`config.mk`:
```
export PLATFORM = sky130hd
export DESIGN_NAME = pe_dot_sequencer
export DESIGN_NICKNAME = d
export VERILOG_FILES = /design/src/rtl/pe_dot_sequencer.sv
export SDC_FILE = /design/constraint.sdc
export NUM_CORES = 1
export LEC_CHECK = 0
export ABC_AREA = 0
export CORE_MARGIN = 2
export CORE_UTILIZATION = 44
export CTS_CLUSTER_DIAMETER = 150
export CTS_CLUSTER_SIZE = 10
export DETAILED_ROUTE_END_ITERATION = 7
export GPL_TIMING_DRIVEN = 0
export PLACE_DENSITY = 0.79
export SLEW_MARGIN = 20
export SYNTH_ARGS = -nofsm -noshare
export SYNTH_HDL_FRONTEND = slang
export SYNTH_SLANG_ARGS = --single-unit
```
`constraint.sdc`:
```
create_clock -name i_clock -period 1.86 [get_ports i_clock]
set_input_delay 0.558 -clock i_clock [delete_from_list [all_inputs] [get_ports i_clock]]
set_output_delay 0.558 -clock i_clock [all_outputs]
set_load 0.01 [all_outputs]
```
`src/rtl/pe_dot_sequencer.sv`:
```
`default_nettype none
//==============================================================================
// Module   : pe_dot_sequencer
// Brief    : Front-end and drain controller for a single PE MAC. Accepts
//            (activation, weight) pairs over valid/ready, clears the PE at the
//            start of every dot-product, feeds one registered operand pair per
//            accepted beat (zero operands on bubbles) and captures the final
//            accumulator value into a valid/ready output register.
// Options  : PE_SEQ_LEN_CHECK_EN - when defined, a vector reaching MAX_LEN pairs
//            without i_last is closed early and flagged on o_overflow.
// Revision : 1.0 - initial release
//==============================================================================
module pe_dot_sequencer #(
    parameter int  BW      = 8,
    parameter int  MAX_LEN = 256,
    localparam int CW      = $clog2(MAX_LEN + 1)
) (
    input  logic              i_clock,
    input  logic              i_reset,
    input  logic              i_in_valid,
    output logic              o_in_ready,
    input  logic [BW-1:0]     i_activation,
    input  logic [BW-1:0]     i_weight,
    input  logic              i_last,
    output logic              o_pe_clear,
    output logic [BW-1:0]     o_pe_activation,
    output logic [BW-1:0]     o_pe_weight,
    input  logic [2*BW-1:0]   i_pe_result,
    output logic              o_out_valid,
    input  logic              i_out_ready,
    output logic [2*BW-1:0]   o_result,
    output logic [CW-1:0]     o_count,
    output logic              o_overflow
);

    typedef enum logic [2:0] {
        S_IDLE   = 3'd0,
        S_CLEAR  = 3'd1,
        S_FEED   = 3'd2,
        S_DRAIN1 = 3'd3,
        S_DRAIN2 = 3'd4,
        S_OUT    = 3'd5
    } state_t;

    state_t        state;
    state_t        next_state;
    logic [CW-1:0] beat_count;
    logic          beat;
    logic          at_limit;
    logic          vec_end;
    logic          out_accept;

    // Pairs are only taken while feeding; IDLE/CLEAR make the source hold its data.
    assign o_in_ready = (state == S_FEED);
    assign beat       = i_in_valid & o_in_ready;
    assign out_accept = o_out_valid & i_out_ready;

`ifdef PE_SEQ_LEN_CHECK_EN
    // This beat fills the vector to MAX_LEN, so it closes the vector on its own.
    assign at_limit = (beat_count == CW'(MAX_LEN - 1));
`else
    assign at_limit = 1'b0;
`endif

    assign vec_end = beat & (i_last | at_limit);

    // State register.
    always_ff @(posedge i_clock or negedge i_reset) begin
        if (!i_reset) begin
            state <= S_IDLE;
        end else begin
            state <= next_state;
        end
    end

    // Next-state decode: one clear cycle before feeding, two drain cycles after.
    always_comb begin
        next_state = state;
        case (state)
            S_IDLE:   if (i_in_valid) next_state = S_CLEAR;
            S_CLEAR:  next_state = S_FEED;
            S_FEED:   if (vec_end) next_state = S_DRAIN1;
            S_DRAIN1: next_state = S_DRAIN2;
            S_DRAIN2: next_state = S_OUT;
            S_OUT:    if (out_accept) next_state = S_IDLE;
            default:  next_state = S_IDLE;
        endcase
    end

    // PE drive: clear is high exactly during CLEAR (and in reset); operands are
    // the accepted pair for one cycle, otherwise zero so the PE adds nothing.
    always_ff @(posedge i_clock or negedge i_reset) begin
        if (!i_reset) begin
            o_pe_clear      <= 1'b1;
            o_pe_activation <= '0;
            o_pe_weight     <= '0;
        end else begin
            o_pe_clear      <= (next_state == S_CLEAR);
            o_pe_activation <= beat ? i_activation : '0;
            o_pe_weight     <= beat ? i_weight : '0;
        end
    end

    // Beat counter: restarted in CLEAR, saturates at MAX_LEN.
    always_ff @(posedge i_clock or negedge i_reset) begin
        if (!i_reset) begin
            beat_count <= '0;
        end else if (state == S_CLEAR) begin
            beat_count <= '0;
        end else if (beat && (beat_count != CW'(MAX_LEN))) begin
            beat_count <= beat_count + 1'b1;
        end
    end

    // Output register: capture in DRAIN2 once the last product is in the
    // accumulator, hold until the consumer takes it.
    always_ff @(posedge i_clock or negedge i_reset) begin
        if (!i_reset) begin
            o_out_valid <= 1'b0;
            o_result    <= '0;
            o_count     <= '0;
        end else if (state == S_DRAIN2) begin
            o_out_valid <= 1'b1;
            o_result    <= i_pe_result;
            o_count     <= beat_count;
        end else if ((state == S_OUT) && out_accept) begin
            o_out_valid <= 1'b0;
        end
    end

`ifdef PE_SEQ_LEN_CHECK_EN
    logic limit_hit;

    // Remember whether the vector was closed by the length limit, not by i_last.
    always_ff @(posedge i_clock or negedge i_reset) begin
        if (!i_reset) begin
            limit_hit <= 1'b0;
        end else if (state == S_CLEAR) begin
            limit_hit <= 1'b0;
        end else if (vec_end) begin
            limit_hit <= ~i_last;
        end
    end

    // Overflow flag travels with the captured result and drops on acceptance.
    always_ff @(posedge i_clock or negedge i_reset) begin
        if (!i_reset) begin
            o_overflow <= 1'b0;
        end else if (state == S_DRAIN2) begin
            o_overflow <= limit_hit;
        end else if ((state == S_OUT) && out_accept) begin
            o_overflow <= 1'b0;
        end
    end
`else
    assign o_overflow = 1'b0;
`endif

endmodule
`default_nettype wire

```
# After elaboration in Yosys (flattened, before gate mapping)
# Index checks and enable logic that the tools add are counted.
# word_totals
ff_bits	55
output_inout_bits	45
in_bits	37
word_cells	34
# classes
bitwise_logic	3
n_eq_ne	7
mux	10
n_addsub	1
n_reduce_logical	5
# op_table
cell	count
$mux 9	2
$pmux 3 s6	1
$mux 8	2
$add 9x1->9 const B	1
$mux 3	3
$ne 9x9->1 const B	1
$eq 3x1->1 const B	2
$eq 3x2->1 const B	2
$eq 3x3->1 const B	2
$reduce_bool 2->1	2
$and 1x1->1	3
$logic_not 3->1	1
$logic_and 1x1->1	2
$mux 1	2

# Logic depth before layout (Yosys ltp)
# depth
word_depth	6
mapped_depth	5

# Worst setup path before layout
# OpenSTA, ideal clock, no wires.
# synth_timing
kind	flip-flop to flip-flop
start	register state[1]
end	register o_count[2]
setup_slack_ns	0.272
synth_period_minus_slack_ns	1.588
arrival_ns	1.463
path_stages_with_launch	5
path_cell_list	dfrtp_1 buf_2 nor3b_4 buf_4 mux2_2
# synth_via
elab_chain_len	1
# synth_lines
item	line	text
start: declaration	45	state_t state;
start signal: assignment	72	state <= next_state;
$eq 3x3->1	122	end else if (state == S_DRAIN2) begin
end signal: assignment	125	o_count <= beat_count;
end: declaration	32	output logic [CW-1:0] o_count,
# Every way passes these cells.
# A chain may end at the register's enable or synchronous reset.

# Worst setup path after layout
# layout_timing
start	register state[2]
end	output o_in_ready
# layout_via
elab_chain_len	1
# layout_lines
item	line	text
$eq 3x2->1	54	assign o_in_ready = (state == S_FEED);
end: declaration	21	output logic o_in_ready,
# Every way passes these cells.

==> qor.txt <==
Drt total wl: 4270 um
Syn avg cell area: 13.6 um2
Die area: 5710 um2
Sink Count: 55
IO Count: 82
GRT met3 Usage: 0.0516
Switching portion of total power: 0.304
Flop pwr share: 0.422
First-pass GRT wire length: 6810 um
# hold bufs at CTS: 0
Largest net degree at the start of global routing: 56
Clock-pin slew on the worst setup and hold paths: 90 ps
CP max stage cell: dfrtp_1
RSZ-0062 raised after global routing: no
RePlAce Congestion: 0.819
Required @ worst endpoint: 1300 ps
CP Launch Type: flop
Post-Synthesis Cells: 165
Starting Density: 0.450
Async SR Flop Fraction: 1.00
Root buf cell: clkbuf_8
Sequential area share after synthesis: 0.612
Static leakage: 1.41 nW
Arr. time, crit path: 1240 ps
Status: completed
CP peak stage delay: 390 ps
GR Overflow Total: 0
Setup crit start: state[2]
Global routing usage on met1: 0.192
Post-synth EDFFs: 0
Setup crit end: o_in_ready
Ys Warns: 0
Tmin final: 1800 ps
PwrDens: 1250 nW/um2
Clock network fraction of total power: 0.157
Final setup skew: 3.64 ps
Vias: 1521
Critical path endpoint category: primary output
Crit-path max FO: 10
Internal reg-to-reg setup slack: 140 ps
Hold Crit Class: primary input to asynchronous set/reset pin
Routed wire per std cell: 13.2 um
Row count: 26
H-tree levels: 2
Vias in the first global route: 1487
Internal power: 2.83 mW
TNS Setup: 0 ps
R2r endpoint: o_count[7]
TritonCTS clock tree: done
Layout cell share with drive strength beyond 1: 0.134
R2R cell count: 4
Final setup violation count: 0
CTS buffer count: 5
CP Cell Sequence: clkbuf_4, nor3b_2, buf_2
Initial DRC Count: 27
Worst hold slack: 281 ps
Die W: 75.5 um
Max-slew violations: 0
Crit path kind: flop to primary output
Max Cap Viol: 0
Clk buf depth: 2
Post-DP HPWL: 3080 um
Synth cell types: 38
# diodes: 0
CORE AREA: 5010 um2
F_max: 0.555 GHz
VDD IR-drop max: 806 uV
Seq cells post-synth: 55
Final Hold Vio Count: 0
Met2 GRT Util: 0.273
Pre-antenna DRT Iters: 2
P&R area growth vs syn: 43.7%
Reg-to-Reg Start: state[1]
Comb power frac: 0.421
Cell Area, Synth: 2250 um2
Grt peak-use layer: met2
Worst-Skew Late Latency: 300 ps
ANT nets after route: 0
Avg Vias per Cell: 4.69
Antenna violations before repair: 0
Syn nets: 204
Main synth FF type: dfrtp_1
Gr usage total: 0.163
Die height: 75.5 um
Nets: 292
Max-slew headroom: 0.549
Crit share post-route: 0.969
IO buf count: 80
Worst Tran Pin Value: 676 ps
P_sw: 1.23 mW
Drt drc: 0
-- power groups by stage --
stage	Sequential (mW)	Clock, mW	Combinational, mW
after CTS	1.72	0.662	1.74
final	1.71	0.636	1.71
after global placement	1.73	0	1.68
after detailed placement	1.75	0	1.70
after floorplan	1.88	0	0.735
after global routing	1.76	0.691	1.86
-- per-layer routing --
metal  wire (um)  share of wire
met1        1730           0.41
met3         286          0.067
met4          82          0.019
met5           0              0
met2        2170           0.51
-- cell families after synthesis --
group	after synthesis	synth area share
DFF	55	0.612
other	1	0.00167
muxes	31	0.152
xor gates and xnor gates	1	0.00389
AOI/OAI and AO/OA	13	0.0389
adders and majority gates	2	0.0111
buffers and inverters	13	0.0344
and+or+nand+nor	49	0.147
-- area by class of cell --
type                       count  area [um2]
clock inverter                 2        12.5
timing repair buffer          81         802
sequential                    55        1380
buffer                         9        67.6
clock buffer                   6        72.6
inverter                       4        15.0
multi-input combinational     97         802
fill                         433        1770
tap                           70        87.6
-- stage by stage --
step,total power [mW],setup WS [ps],instances,instance area (um2),util
after floorplan,2.61,272,165,2250,-
after global placement,3.42,-1420,315,3140,0.627
after detailed placement,3.46,-249,315,3140,0.626
after CTS,4.12,2.98,324,3240,0.646
after global routing,4.30,4.38,324,3240,0.646
final,4.06,57.8,324,3240,0.646
-- worst min path at each step --
stage	to	depth (start not counted)	startpoint	slack, ps
final	o_count[7]	1	i_reset	280
after CTS	o_count[2]	1	i_reset	300
after global routing	state[1]	1	i_reset	340
after global placement	o_result[7]	1	o_result[7]	470
after floorplan	beat_count[0]	0	i_reset	260
after detailed placement	o_result[0]	1	o_result[0]	470
-- synth_stat cells (all sizes together) (2+ instances only) --
| master | instances | share of area |
|---|---|---|
| o21ai | 2 | 0.0044 |
| and2 | 16 | 0.044 |
| inv | 4 | 0.0067 |
| dfrtp | 54 | 0.60 |
| a21oi | 3 | 0.0067 |
| o31ai | 2 | 0.0067 |
| nor3b | 3 | 0.015 |
| clkbuf | 2 | 0.0033 |
| nand3b | 2 | 0.0067 |
| nand3 | 4 | 0.0089 |
| nand4 | 2 | 0.0056 |
| nand2 | 10 | 0.017 |
| ha | 2 | 0.011 |
| a21boi | 3 | 0.010 |
| or4 | 2 | 0.0067 |
| mux2 | 25 | 0.13 |
| mux2i | 6 | 0.027 |
| buf | 7 | 0.024 |
-- cell usage in the layout, fill, tap and decap left out, types with 2 or more instances in the layout --
cell / instances
clkbuf_8: 5
mux2_1: 13
buf_6: 2
inv_1: 4
nand4_1: 2
mux2i_1: 6
ha_1: 2
buf_4: 6
a21oi_1: 3
o31ai_1: 2
and2_1: 16
nand3b_1: 2
a21boi_1: 3
nand3_1: 4
nand2_1: 10
dfrtp_1: 54
clkdlybuf4s50_1: 76
mux2_2: 12
o21ai_0: 2
clkbuf_1: 3
or4_1: 2
-- worst max-delay path, delay by kind of cell, from the launching register on --
family                 cells  cell delay (ps)
buffers and inverters      2              340
flip-flops                 1              390
AND/OR/NAND/NOR            1              220
-- sequential cells by signal (all words and copies together) (netlist names) --
register / count
beat_count: 9
o_count: 9
o_out_valid: 1
o_pe_activation: 8
o_pe_clear: 1
o_pe_weight: 8
o_result: 16
state: 3
-- repair_timing --
item,CTS,global route
endpoints found under the setup margin,2,2
setup buffers,1,0
cloned,0,0
pin swaps,0,1
resized for setup,6,3
Note: power is estimated with default switching activity, not from simulation.
